File: config.mk
export PLATFORM = sky130hd
export DESIGN_NAME = hpi_arbiter
export DESIGN_NICKNAME = d
export VERILOG_FILES = /design/src/rtl/hpi_arbiter_pkg.sv /design/src/rtl/hpi_arbiter_rr_arb2.sv /design/src/rtl/hpi_arbiter.sv
export SDC_FILE = /design/constraint.sdc
export NUM_CORES = 1
export LEC_CHECK = 0
export CORE_ASPECT_RATIO = 0.5
export CORE_MARGIN = 2
export CORE_UTILIZATION = 39
export CTS_CLUSTER_DIAMETER = 50
export DETAILED_ROUTE_END_ITERATION = 6
export PLACE_DENSITY = 0.7
export SYNTH_ARGS = -nofsm -noshare
export SYNTH_HDL_FRONTEND = slang
export SYNTH_SLANG_ARGS = --single-unit
File: constraint.sdc
create_clock -name clk_clk -period 2.37 [get_ports clk_clk]
set_input_delay 0.474 -clock clk_clk [delete_from_list [all_inputs] [get_ports clk_clk]]
set_output_delay 0.474 -clock clk_clk [all_outputs]
set_load 0.01 [all_outputs]
File: src/rtl/hpi_arbiter_pkg.sv
`default_nettype none
// +--------------------------------------------------------------------+
// | hpi_pkg : shared types and constants for the HPI port arbiter       |
// | Rev 1.0                                                             |
// +--------------------------------------------------------------------+
package hpi_pkg;

    typedef enum logic [2:0] {
        ST_IDLE    = 3'd0,
        ST_SETUP   = 3'd1,
        ST_STROBE  = 3'd2,
        ST_HOLD    = 3'd3,
        ST_CHIPRST = 3'd4
    } hpi_state_t;

    localparam logic [1:0] HPI_DATA    = 2'd0;
    localparam logic [1:0] HPI_MAILBOX = 2'd1;
    localparam logic [1:0] HPI_ADDRESS = 2'd2;
    localparam logic [1:0] HPI_STATUS  = 2'd3;

    localparam int PORT_A = 0;
    localparam int PORT_B = 1;

    function automatic int max4(input int a, input int b, input int c, input int d);
        int m;
        m = a;
        if (b > m) m = b;
        if (c > m) m = c;
        if (d > m) m = d;
        return m;
    endfunction

endpackage
`default_nettype wire

File: src/rtl/hpi_arbiter_rr_arb2.sv
`default_nettype none
// +--------------------------------------------------------------------+
// | hpi_rr_arb2 : two-request round-robin arbiter, one-hot grant        |
// | Rev 1.0                                                             |
// +--------------------------------------------------------------------+
module hpi_rr_arb2
    import hpi_pkg::*;
(
    input  logic       clk,
    input  logic       rst_n,
    input  logic [1:0] req,
    input  logic       advance,
    output logic [1:0] grant
);

    // Starts as "B won last" so A wins the first tie after reset.
    logic r_last_b;

    always_comb begin
        grant = 2'b00;
        case (req)
            2'b01:   grant = 2'b01;
            2'b10:   grant = 2'b10;
            2'b11:   grant = r_last_b ? 2'b01 : 2'b10;
            default: grant = 2'b00;
        endcase
    end

    always_ff @(posedge clk) begin
        if (!rst_n) begin
            r_last_b <= 1'b1;
        end else if (advance && (grant != 2'b00)) begin
            r_last_b <= grant[PORT_B];
        end
    end

endmodule
`default_nettype wire

File: src/rtl/hpi_arbiter.sv
`default_nettype none
// +--------------------------------------------------------------------+
// | hpi_arbiter : shares the OTG HPI port between two requesters and    |
// |               sequences timed 16-bit read/write and chip-reset cycles|
// | Rev 1.0                                                             |
// +--------------------------------------------------------------------+
module hpi_arbiter
    import hpi_pkg::*;
#(
    parameter int SETUP_CYC  = 1,
    parameter int STROBE_CYC = 4,
    parameter int HOLD_CYC   = 1,
    parameter int RESET_CYC  = 32
) (
    input  logic        clk_clk,
    input  logic        reset_reset_n,
    input  logic        a_req,
    input  logic        a_we,
    input  logic [1:0]  a_addr,
    input  logic [15:0] a_wdata,
    output logic [15:0] a_rdata,
    output logic        a_done,
    input  logic        b_req,
    input  logic        b_we,
    input  logic [1:0]  b_addr,
    input  logic [15:0] b_wdata,
    output logic [15:0] b_rdata,
    output logic        b_done,
    input  logic        chip_rst_req,
    output logic        chip_rst_busy,
    output logic [1:0]  otg_hpi_address,
    output logic        otg_hpi_cs_n,
    output logic        otg_hpi_r_n,
    output logic        otg_hpi_w_n,
    output logic        otg_hpi_reset_n,
    output logic [15:0] otg_hpi_data_out,
    output logic        otg_hpi_data_oe,
    input  logic [15:0] otg_hpi_data_in
);

    localparam int c_max_cyc = max4(SETUP_CYC, STROBE_CYC, HOLD_CYC, RESET_CYC);
    localparam int c_cnt_w   = $clog2(c_max_cyc) + 1;

    localparam logic [c_cnt_w-1:0] c_setup_ld  = c_cnt_w'(SETUP_CYC - 1);
    localparam logic [c_cnt_w-1:0] c_strobe_ld = c_cnt_w'(STROBE_CYC - 1);
    localparam logic [c_cnt_w-1:0] c_hold_ld   = c_cnt_w'(HOLD_CYC - 1);
    localparam logic [c_cnt_w-1:0] c_reset_ld  = c_cnt_w'(RESET_CYC - 1);
    localparam logic [c_cnt_w-1:0] c_one       = c_cnt_w'(1);

    hpi_state_t           r_state;
    logic [c_cnt_w-1:0]   r_cnt;
    logic                 r_we;
    logic                 r_port;      // 0 = A, 1 = B
    logic                 r_rst_pend;

    logic [1:0]  w_grant;
    logic        w_advance;
    logic        w_pick_b;
    logic        w_we;
    logic [1:0]  w_addr;
    logic [15:0] w_wdata;

    assign w_advance = (r_state == ST_IDLE) && !r_rst_pend;
    assign w_pick_b  = w_grant[PORT_B];
    assign w_we      = w_pick_b ? b_we    : a_we;
    assign w_addr    = w_pick_b ? b_addr  : a_addr;
    assign w_wdata   = w_pick_b ? b_wdata : a_wdata;

    hpi_rr_arb2 u_arb (
        .clk     (clk_clk),
        .rst_n   (reset_reset_n),
        .req     ({b_req, a_req}),
        .advance (w_advance),
        .grant   (w_grant)
    );

    always_ff @(posedge clk_clk) begin
        if (!reset_reset_n) begin
            r_state          <= ST_IDLE;
            r_cnt            <= '0;
            r_we             <= 1'b0;
            r_port           <= 1'b0;
            r_rst_pend       <= 1'b0;
            otg_hpi_address  <= 2'd0;
            otg_hpi_cs_n     <= 1'b1;
            otg_hpi_r_n      <= 1'b1;
            otg_hpi_w_n      <= 1'b1;
            otg_hpi_reset_n  <= 1'b0;
            otg_hpi_data_out <= 16'd0;
            otg_hpi_data_oe  <= 1'b0;
            a_done           <= 1'b0;
            b_done           <= 1'b0;
            a_rdata          <= 16'd0;
            b_rdata          <= 16'd0;
            chip_rst_busy    <= 1'b0;
        end else begin
            a_done <= 1'b0;
            b_done <= 1'b0;

            // A reset request is remembered in any state except while one is running.
            if (chip_rst_req && (r_state != ST_CHIPRST)) begin
                r_rst_pend    <= 1'b1;
                chip_rst_busy <= 1'b1;
            end

            case (r_state)
                ST_IDLE: begin
                    otg_hpi_reset_n <= 1'b1;
                    if (r_rst_pend) begin
                        r_state         <= ST_CHIPRST;
                        r_cnt           <= c_reset_ld;
                        r_rst_pend      <= 1'b0;
                        otg_hpi_reset_n <= 1'b0;
                    end else if (w_grant != 2'b00) begin
                        r_state         <= ST_SETUP;
                        r_cnt           <= c_setup_ld;
                        r_port          <= w_pick_b;
                        r_we            <= w_we;
                        otg_hpi_address <= w_addr;
                        otg_hpi_cs_n    <= 1'b0;
                        if (w_we) begin
                            otg_hpi_data_out <= w_wdata;
                            otg_hpi_data_oe  <= 1'b1;
                        end
                    end
                end

                ST_SETUP: begin
                    if (r_cnt == '0) begin
                        r_state     <= ST_STROBE;
                        r_cnt       <= c_strobe_ld;
                        otg_hpi_r_n <= r_we;
                        otg_hpi_w_n <= !r_we;
                    end else begin
                        r_cnt <= r_cnt - c_one;
                    end
                end

                ST_STROBE: begin
                    if (r_cnt == '0) begin
                        r_state     <= ST_HOLD;
                        r_cnt       <= c_hold_ld;
                        otg_hpi_r_n <= 1'b1;
                        otg_hpi_w_n <= 1'b1;
                        if (!r_we) begin
                            if (r_port) b_rdata <= otg_hpi_data_in;
                            else        a_rdata <= otg_hpi_data_in;
                        end
                        if (HOLD_CYC == 1) begin
                            if (r_port) b_done <= 1'b1;
                            else        a_done <= 1'b1;
                        end
                    end else begin
                        r_cnt <= r_cnt - c_one;
                    end
                end

                ST_HOLD: begin
                    if (r_cnt == '0) begin
                        r_state         <= ST_IDLE;
                        otg_hpi_cs_n    <= 1'b1;
                        otg_hpi_data_oe <= 1'b0;
                    end else begin
                        r_cnt <= r_cnt - c_one;
                        // done must land on the final HOLD cycle
                        if (r_cnt == c_one) begin
                            if (r_port) b_done <= 1'b1;
                            else        a_done <= 1'b1;
                        end
                    end
                end

                ST_CHIPRST: begin
                    if (r_cnt == '0) begin
                        r_state         <= ST_IDLE;
                        otg_hpi_reset_n <= 1'b1;
                        chip_rst_busy   <= 1'b0;
                    end else begin
                        r_cnt <= r_cnt - c_one;
                    end
                end

                default: begin
                    r_state <= ST_IDLE;
                end
            endcase
        end
    end

endmodule
`default_nettype wire
After elaboration in Yosys (flattened, before gate mapping)
Cells that the tools add are included.

word-level totals
  flip-flop bits (word level) = 71
  output and inout bits = 58
  word-level logic and storage cells = 112

operators by class
  $add $sub $neg = 1
  eq/ne operators = 19
  muxes and demuxes = 48
  bitwise gates (word level) = 3
  reduce and logical (&&, ||, !) cells = 23

operator list
  cell                                                                     count
  6-bit two-way mux                                                        5
  1-bit two-way mux                                                        25
  6-bit one-hot mux with 4 select lines                                    1
  4-bit AND reduction                                                      5
  16-bit two-way mux                                                       1
  3-bit two-way mux                                                        5
  2-bit inequality test, second input constant                             7
  1-bit one-hot mux with 2 select lines                                    7
  3-bit one-hot mux with 4 select lines                                    1
  3-bit AND reduction                                                      3
  2-bit nonzero test                                                       4
  3-bit by 2-bit == test with 1-bit output, second input constant          2
  6-bit by 1-bit == test with 1-bit output, second input constant          1
  6-bit logical NOT                                                        1
  2-bit one-hot mux with 3 select lines                                    1
  6-bit by 1-bit subtractor with 6-bit output, second input constant       1
  5-bit AND reduction                                                      1
  2-bit == test, second input constant                                     2
  2-bit two-way mux                                                        2
  2-bit by 1-bit inequality test with 1-bit output, second input constant  2
  4-bit nonzero test                                                       1
  3-bit by 1-bit == test with 1-bit output, second input constant          1
  3-bit == test, second input constant                                     1
  1-bit logical AND                                                        3
  other kinds (8)                                                          11

Depth between registers and ports, before layout
Gate-level depths: netlist of the first run.

  depth in word-level cells = 7
  depth in mapped cells = 9
  gate-level depth less buffers = 7

Cells and area by module
Synthesis of the first run repeated with hierarchy kept, for this count alone.

second synthesis, totals
  cells, all modules = 365
  area, all modules = 3062.9 um^2

by module, submodules not included
  module       times used  cells each  area an instance (um^2)  seq. area each (um^2)
  hpi_arbiter  1           358         3004.1                   1401.3
  hpi_rr_arb2  1           7           58.8                     20.0

Worst setup path before layout of the first run
No wires, ideal clock.

  kind = register to register
  start point = register r_cnt[2]
  end point = register otg_hpi_w_n
  library setup time = 124 ps
  data arrival time = 1680 ps
  data required time = 2246 ps
  path slack = 566 ps
  stages on the path, launching flop included = 5
  buffers on the path = 0
  cells stage by stage = dfxtp_1 > nor4_4 > nand2_2 > or3_4 > a2111o_1

between the ends
  cells in the longest elaborated chain, start to end = 3
  elaborated cells between the ends (all ways) = 4
  those cells by class = eq/ne (2); reduce/logical (2)

RTL lines
  item                                    RTL line                                RTL
  start: declaration                      hpi_arbiter.sv:51                       logic [c_cnt_w-1:0] r_cnt;
  start signal: assignment                hpi_arbiter.sv:111                      r_cnt <= c_reset_ld;
  start signal: assignment                hpi_arbiter.sv:116                      r_cnt <= c_setup_ld;
  start signal: assignment                hpi_arbiter.sv:131                      r_cnt <= c_strobe_ld;
  6-bit logical NOT *                     hpi_arbiter.sv:129, hpi_arbiter.sv:140
  2-bit inequality test (no source line)  --
  3-bit AND reduction (no source line) *  --
  end signal: assignment                  hpi_arbiter.sv:133                      otg_hpi_w_n <= !r_we;
  end: declaration                        hpi_arbiter.sv:34                       output logic otg_hpi_w_n,

Every way passes the cells marked *; elsewhere a longest branch is shown, timed or not.
A chain may end at the register's enable or synchronous reset.

Worst setup path after layout of the first run
  start point = register r_cnt[0]
  end point = register r_cnt[3]

between the ends
  cells in the longest elaborated chain, start to end = 3
  elaborated cells between the ends (all ways) = 8
  those cells by class = add/sub (1); eq/ne (1); mux (4); reduce/logical (2)

RTL lines
  item                                                                                     RTL line
  6-bit by 1-bit subtractor with 6-bit output / 6-bit logical NOT (equally long branches)  --
  6-bit two-way mux (tied with other cells)                                                hpi_arbiter.sv:159, hpi_arbiter.sv:174
  6-bit one-hot mux with 4 select lines / 3-bit AND reduction (equally long branches)      --

Several ways; a longest one is shown, not always the timed one. The select of a mux whose other input is x is not followed.

==> summary.md, run 1 <==
| Metric | Value |
|---|---|
| Outcome | finished clean |
| First-pass GRT wire length | 11900 µm |
| DRC violations left | 0 |
| Worst Path Max Fanout | 9 |
| Top post-synthesis cells by area | dfxtp_1 (45%), mux2i_1 (6.6%), nand3_1 (5.5%) |
| Post-DP HPWL | 5350 µm |
| Initial Utilization | 39.8% |
| Period minus WS final | 2.05 ns |
| Max-slew headroom | 52.1% |
| Average cell area after synthesis | 8.83 µm² |
| Mapped Area | 3160 µm² |
| Synthesized flop and latch total | 71 |
| Leading cell type in the layout, fill and taps excluded | clkdlybuf4s50_1 |
| Sink Count | 71 |
| Final period util | 86.7% |
| CTS buffer count | 9 |
| Ys flop type | dfxtp_1 |
| Sequential element share of the synthesized area | 45.0% |
| Largest family of logic cells by synthesized area | compound AO/OA/AOI/OAI gates |
| Top-Level Pins | 117 |
| Number of synthesized flops with an enable pin | 0 |
| Hold Path Stages | 2 |
| Clock skew | 0.00579 ns |
| Site row count | 23 |
| Vias in the first global route | 2499 |
| Core area | 7940 µm² |
| Yosys top cell by area | dfxtp_1 |
| Leakage | 1.70 nW |
| Synth unique cells | 54 |
| Slew Limit Fails | 0 |
| R2R Setup Slk | 0.32 ns |
| Psw | 1.54 mW |
| Clk_lat worst skew | 0.33 ns |
| Drt initial violations | 175 |
| Fin cells | 581 |
| Largest net degree at the start of global routing | 35 |
| Synth Net Count | 419 |
| RR Endpoint | r_cnt[3]$_SDFFE_PN0P_ |
| Clock Path Buffers | 2 |
| Worst VDD drop | 0.511 mV |
| Worst hold slack | 0.452 ns |
| FILL cells | 727 |
| WP data arrival | 2.32 ns |
| Sw frac | 34.6% |
| Fin nets | 526 |
| Clk pwr share | 26.8% |
| WP data required | 2.63 ns |
| Final hold vios | 0 |
| Power per cell area | 966 nW/µm² |
| HP Start | a_rdata[1]$_SDFFE_PN0P_ |
| Area grow syn2layout | 45.9% |
| Die Span X | 131 µm |
| Final setup TNS | 0 ns |
| Post-Synth Adder-Cell Area | 0.791% |
| Unrepaired setup endpoints after global routing | false |
| Routed len/inst | 13.0 µm |
| Hold crit path type | reg -> reg |
| Max-cap violations | 0 |
| Share of power burned in registers | 35.9% |
| Register Area | 1420 µm² |
| Antenna-violating nets left | 0 |
| Die Area | 8890 µm² |
| Placed insts | 566 |
| Initial antenna violation count | 0 |
| Complex-gate fraction of the synthesized area | 20.9% |
| # setup viols final | 0 |
| Via count | 2885 |
| Placer Congestion | 0.825 |
| Layout cells sized above 1 | 11.3% |
| Post-synthesis simple-gate area fraction | 19.6% |
| Fraction of synthesized area in multiplexers | 6.65% |
| Hold-fix buffers at CTS | 0 |
| RR Startpoint | r_cnt[0]$_SDFFE_PN0P_ |
| P_int | 2.91 mW |
| Post-layout util | 58.1% |
| Worst Max-Slew Pin Slew | 0.717 ns |
| Hold EP | a_rdata[1]$_SDFFE_PN0P_ |
| Multi-input logic area | 1530 µm² |
| Crit path launch type | register |
| Router iterations before antenna repair | 4 |
| I/O Buffers | 116 |
| Clock-pin transition on the worst setup and hold timing paths | 0.06 ns |
| WL final | 7530 µm |
| Die Y | 67.7 µm |
| Comb power frac | 37.3% |
| CTS Root Cell | clkbuf_16 |
| Vias per cell | 4.97 |
| Synth top area share | 45.0% |
| Worst Reg-to-Reg Cells | 6 |
| Cts repair resizes | 0 |
| Max Freq | 487 MHz |
| Commonest non-fill, non-tap cells in the layout | clkdlybuf4s50_1 (115), dfxtp_1 (71), nor2_1 (42), nand3_1 (35), nand2_1 (31) |
| Antenna diode instance count | 0 |
| Worst setup EP type | register |
| Async SR Flop Fraction | 0% |
| Grt ovf | 0 |
| All-Layer GR Usage | 16.9% |
| Clock tree from TritonCTS | built |
| Xor/xnor share of the synthesized area | 0.277% |
| Synth Instances | 358 |
| Post-CTS setup buffers | 0 |
| YS warnings | 0 |
| Setup Crit Path Kind | reg -> reg |
| H-tree levels | 3 |
## cell usage after synthesis, drive strengths merged, types with 2 or more instances
master,count
or4,2
dfxtp,71
ha,2
nor4,3
buf,21
a21o,2
a31oi,2
a21oi,13
nor2,43
nor3,5
o22ai,2
a21boi,4
nand3,36
or2,3
nand4,2
clkbuf,9
mux2i,21
nand2,32
o21ai,39
o211ai,2
inv,7
a211oi,19
## through the flow
| step | total power, mW | area [µm²] | setup WS, ns |
|---|---|---|---|
| after floorplan | 2.70 | 3160 | 0.566 |
| after global placement | 3.26 | 4350 | 0.126 |
| after detailed placement | 3.28 | 4350 | -0.0143 |
| after CTS | 4.50 | 4610 | 0.285 |
| after global routing | 4.76 | 4610 | 0.106 |
| final | 4.46 | 4610 | 0.316 |
## critical path, cell delays in order (launching register included)
cell	delay, ns
dfxtp_1	0.42
inv_1	0.07
ha_1	0.33
a31oi_1	0.27
a21boi_0	0.61
o22ai_1	0.16
a21oi_1	0.13
## flip-flops by register name, indices dropped and copies added, names as in the netlist
register / count
otg_hpi_data_oe: 1
b_done: 1
otg_hpi_r_n: 1
u_arb.r_last_b: 1
r_state: 3
r_we: 1
a_done: 1
chip_rst_busy: 1
otg_hpi_address: 2
otg_hpi_cs_n: 1
otg_hpi_data_out: 16
r_cnt: 6
b_rdata: 16
r_port: 1
a_rdata: 16
r_rst_pend: 1
otg_hpi_reset_n: 1
otg_hpi_w_n: 1
## kinds of logic after synthesis
family | after synthesis
DFF | 71
adders and majority gates | 2
xor gates and xnor gates | 1
buffers and inverters | 37
and+or+nand+nor | 130
muxes | 21
AOI/OAI and AO/OA | 96
## worst max-delay path by stage
stage | end | start | slack, ns | depth (start not counted)
2_1_floorplan | otg_hpi_w_n$_SDFFE_PN1P_ | r_cnt[2]$_SDFFE_PN0P_ | 0.57 | 4
3_3_place_gp | otg_hpi_data_out[8]$_SDFFE_PN0P_ | a_req | 0.13 | 6
3_5_place_dp | otg_hpi_data_out[12]$_SDFFE_PN0P_ | a_req | -0.01 | 6
4_1_cts | otg_hpi_data_out[12]$_SDFFE_PN0P_ | r_state[2]$_SDFFE_PN0P_ | 0.29 | 5
5_1_grt | r_cnt[4]$_SDFFE_PN0P_ | r_cnt[0]$_SDFFE_PN0P_ | 0.11 | 6
6_report | r_cnt[3]$_SDFFE_PN0P_ | r_cnt[0]$_SDFFE_PN0P_ | 0.32 | 6
## metal layers
metal / share of wire (%) / global-route usage, %
met1: 44 / 20.3
met2: 48 / 28.7
met3: 6.1 / 5.41
met4: 1.8 / 7.61
met5: 0 / 0
## power groups by stage
stage | clock network, mW | logic [mW] | registers [mW]
3_3_place_gp | 0 | 1.65 | 1.62
2_1_floorplan | 0 | 1.07 | 1.63
3_5_place_dp | 0 | 1.66 | 1.62
6_report | 1.19 | 1.66 | 1.60
5_1_grt | 1.28 | 1.84 | 1.64
4_1_cts | 1.23 | 1.67 | 1.60
## final cells by class
class                           instances  share of cell area, %
Sequential cell                        71                   30.8
Clock buffer                           10                   4.96
Timing Repair Buffer                  126                   26.7
Clock inverter                          5                  0.786
Inverter                                7                  0.569
Multi-Input combinational cell        250                   33.2
Tap cell                              112                   3.04
No activity file was read; power rests on OpenSTA's default activity.
==> run 2, diff against run 1 <==
Settings changed: ABC_AREA set to 0.
==> results of run 2 <==
The final DEF is identical to that of run 1; final timing and power are the same.
==> run 3, diff against run 2 <==
Settings changed: ABC_AREA 0 to 1, CORE_ASPECT_RATIO 0.5 to 0.7, PLACE_DENSITY 0.7 to 0.69.
==> summary.md, run 3 <==
| Metric | Value |
|---|---|
| Max-cap violations | 0 (unchanged) |
| HP Start | otg_hpi_data_out[9]$_SDFFE_PN0P_ (was a_rdata[1]$_SDFFE_PN0P_) |
| Post-DP HPWL | 6670 µm (was 5350 µm) |
| Clk_lat worst skew | 0.33 ns (about the same) |
| Yosys top cell by area | dfxtp_1 (unchanged) |
| # setup viols final | 0 (unchanged) |
| Hold EP | otg_hpi_data_out[9]$_SDFFE_PN0P_ (was a_rdata[1]$_SDFFE_PN0P_) |
| Vias per cell | 5.02 (was 4.97) |
| Fin nets | 629 (was 526) |
| Worst Reg-to-Reg Cells | 7 (was 6) |
| Share of power burned in registers | 31.5% (was 35.9%) |
| Clk pwr share | 33.8% (was 26.8%) |
| All-Layer GR Usage | 20.0% (was 16.9%) |
| Largest net degree at the start of global routing | 28 (was 35) |
| Max-slew headroom | 71.8% (was 52.1%) |
| Die Area | 9170 µm² (was 8890 µm²) |
| Hold Path Stages | 2 (unchanged) |
| Setup slack after layout | 0.362 ns (was 0.316 ns) |
| Post-CTS setup buffers | 0 (unchanged) |
| I/O Buffers | 116 (unchanged) |
| Clock-pin transition on the worst setup and hold timing paths | 0.05 ns (was 0.06 ns) |
| Leading cell type in the layout, fill and taps excluded | nand2_1 (was clkdlybuf4s50_1) |
| RR Startpoint | r_cnt[0]$_SDFFE_PN0P_ (unchanged) |
| Synthesized flop and latch total | 71 (unchanged) |
| Top-Level Pins | 117 (unchanged) |
| Clock tree from TritonCTS | built (unchanged) |
| Fin area | 4850 µm² (was 4610 µm²) |
| FILL cells | 721 (was 727) |
| Routed len/inst | 13.6 µm (was 13.0 µm) |
| Slew Limit Fails | 0 (unchanged) |
| R2R Setup Slk | 0.36 ns (was 0.32 ns) |
| Initial antenna violation count | 0 (unchanged) |
| Xor/xnor share of the synthesized area | 0.801% (was 0.277%) |
| Via count | 3379 (was 2885) |
| Site row count | 27 (was 23) |
| Fraction of synthesized area in multiplexers | 0% (was 6.65%) |
| Worst VDD drop | 0.456 mV (was 0.511 mV) |
| Antenna-violating nets left | 0 (unchanged) |
| WP data arrival | 2.21 ns (was 2.32 ns) |
| Synth Net Count | 516 (was 419) |
| Sw frac | 34.5% (was 34.6%) |
| Layout cells sized above 1 | 7.52% (was 11.3%) |
| Worst Path Max Fanout | 22 (was 9) |
| Top Registers | a_rdata (16), b_rdata (16), otg_hpi_data_out (16) (unchanged) |
| Leading post-synthesis cells by instance count | nand2_1 (150), dfxtp_1 (71), a21oi_1 (56) (was dfxtp_1 (71), nor2_1 (42), nand3_1 (35)) |
| Die Span X | 114 µm (was 131 µm) |
| Final period util | 84.7% (was 86.7%) |
| Antenna diode instance count | 0 (unchanged) |
| Power, Total | 4.84 mW (was 4.46 mW) |
| Grt ovf | 0 (unchanged) |
| Sequential element share of the synthesized area | 43.3% (was 45.0%) |
| Leakage | 1.94 nW (was 1.70 nW) |
| Hold crit path type | reg -> reg (unchanged) |
| Clock skew | 0.00661 ns (was 0.00579 ns) |
| Die Y | 80.7 µm (was 67.7 µm) |
| Crit path launch type | register (unchanged) |
| Number of synthesized flops with an enable pin | 0 (unchanged) |
| Worst hold slack | 0.462 ns (was 0.452 ns) |
| Drt initial violations | 157 (was 175) |
| Period minus WS final | 2.01 ns (was 2.05 ns) |
| Area grow syn2layout | 47.7% (was 45.9%) |
| Ys flop type | dfxtp_1 (unchanged) |
| Vias in the first global route | 3222 (was 2499) |
| Async SR Flop Fraction | 0% (unchanged) |
| Sink Count | 71 (unchanged) |
| Setup Crit Path Kind | reg -> reg (unchanged) |
| WP data required | 2.57 ns (was 2.63 ns) |
| Psw | 1.67 mW (was 1.54 mW) |
| P_int | 3.17 mW (was 2.91 mW) |
| Router iterations before antenna repair | 4 (unchanged) |
| Average cell area after synthesis | 7.21 µm² (was 8.83 µm²) |
| H-tree levels | 3 (unchanged) |
| RR Endpoint | b_rdata[13]$_SDFFE_PN0P_ (was r_cnt[3]$_SDFFE_PN0P_) |
| Final hold vios | 0 (unchanged) |
| Post-synthesis simple-gate area fraction | 35.8% (was 19.6%) |
| Top post-synthesis cells by area | dfxtp_1 (43%), nand2_1 (17%), a21oi_1 (8.5%) (was dfxtp_1 (45%), mux2i_1 (6.6%), nand3_1 (5.5%)) |
| Synth Instances | 455 (was 358) |
| Post-Synth Adder-Cell Area | 0.763% (was 0.791%) |
| Cts repair resizes | 0 (unchanged) |
| Placed insts | 658 (was 566) |
| Synth unique cells | 34 (was 54) |
| WL final | 9180 µm (was 7530 µm) |
| Complex-gate fraction of the synthesized area | 11.5% (was 20.9%) |
| Largest family of logic cells by synthesized area | simple AND/OR/NAND/NOR gates (was compound AO/OA/AOI/OAI gates) |
| Power per cell area | 998 nW/µm² (was 966 nW/µm²) |
| Unrepaired setup endpoints after global routing | false (unchanged) |
| Outcome | finished clean (unchanged) |
| Synth top area share | 43.3% (was 45.0%) |
| Placer Congestion | 0.880 (was 0.825) |
| Count leader, synth | nand2_1 (was dfxtp_1) |
| Post-layout util | 60.5% (was 58.1%) |
| Hold-fix buffers at CTS | 0 (unchanged) |
| Comb power frac | 34.7% (was 37.3%) |
| Mapped Area | 3280 µm² (was 3160 µm²) |
| Commonest non-fill, non-tap cells in the layout | nand2_1 (150), clkdlybuf4s50_1 (116), dfxtp_1 (71), a21oi_1 (56), nand3_1 (46) (was clkdlybuf4s50_1 (115), dfxtp_1 (71), nor2_1 (42), nand3_1 (35), nand2_1 (31)) |
| YS warnings | 0 (unchanged) |
| Initial Utilization | 41.0% (was 39.8%) |
| First-pass GRT wire length | 14800 µm (was 11900 µm) |
| CTS Root Cell | clkbuf_16 (unchanged) |
| Worst Max-Slew Pin Slew | 0.420 ns (was 0.717 ns) |
| Worst setup EP type | register (unchanged) |
| DP Area | 4490 µm² (was 4350 µm²) |
| Post-placement worst setup slack | 0.318 ns (was -0.0143 ns) |
| Core area | 8010 µm² (was 7940 µm²) |
| Final setup TNS | 0 ns (unchanged) |
| Fin cells | 673 (was 581) |
| DRC violations left | 0 (unchanged) |
| Clock Path Buffers | 2 (unchanged) |
| Max Freq | 498 MHz (was 487 MHz) |
| CTS buffer count | 9 (unchanged) |
## run 3: cell families after synthesis
family | after synthesis
compound gates | 70
xor+xnor | 3
fa+ha+maj | 2
buf+inv | 50
flops | 71
simple gates | 259
## run 3: how the worst max path moves through the flow
stage	from	to	slack, ns	cells past startpoint
3_3_place_gp	b_req	r_cnt[2]$_SDFFE_PN0P_	0.38	7
4_1_cts	r_cnt[0]$_SDFFE_PN0P_	b_rdata[14]$_SDFFE_PN0P_	0.38	7
5_1_grt	r_cnt[0]$_SDFFE_PN0P_	b_rdata[2]$_SDFFE_PN0P_	0.11	7
2_1_floorplan	r_cnt[0]$_SDFFE_PN0P_	b_rdata[10]$_SDFFE_PN0P_	0.91	8
3_5_place_dp	b_req	r_cnt[2]$_SDFFE_PN0P_	0.32	7
6_report	r_cnt[0]$_SDFFE_PN0P_	b_rdata[13]$_SDFFE_PN0P_	0.36	7
## run 3: final cells by class
class	count	area [µm²]	area share, %
inverters	25	93.8	1.94
repair buffers	127	1240	25.7
clock inverters	6	134	2.76
flip-flops and latches	71	1420	29.3
multi-input cells	334	1600	33.0
clock buffers	9	225	4.65
well taps	101	126	2.61
## run 3: worst max-delay path, cell delays in order (launching register included)
cell and delay, ns:
dfxtp_1 0.34, inv_1 0.15, ha_1 0.25, nand3_2 0.28, nor2_8 0.39, nand3_4 0.27, nand2_1 0.13, a21oi_1 0.06
## run 3: layer usage
layer | global-route usage, % | wire length (µm) | vias to the layer above
met5 | 0 | 0 | -
met4 | 5.00 | 71 | 0
met3 | 8.06 | 812 | 10
met2 | 31.3 | 4040 | 107
met1 | 26.0 | 4250 | 1541
li1 | - | - | 1721
## run 3: power by group through the flow
stage	clock network, mW	registers (mW)	logic [mW]
final	1.63	1.53	1.68
after floorplan	0	1.56	1.12
after detailed placement	0	1.54	1.67
after global placement	0	1.54	1.65
after CTS	1.65	1.52	1.68
after global routing	1.70	1.55	1.87
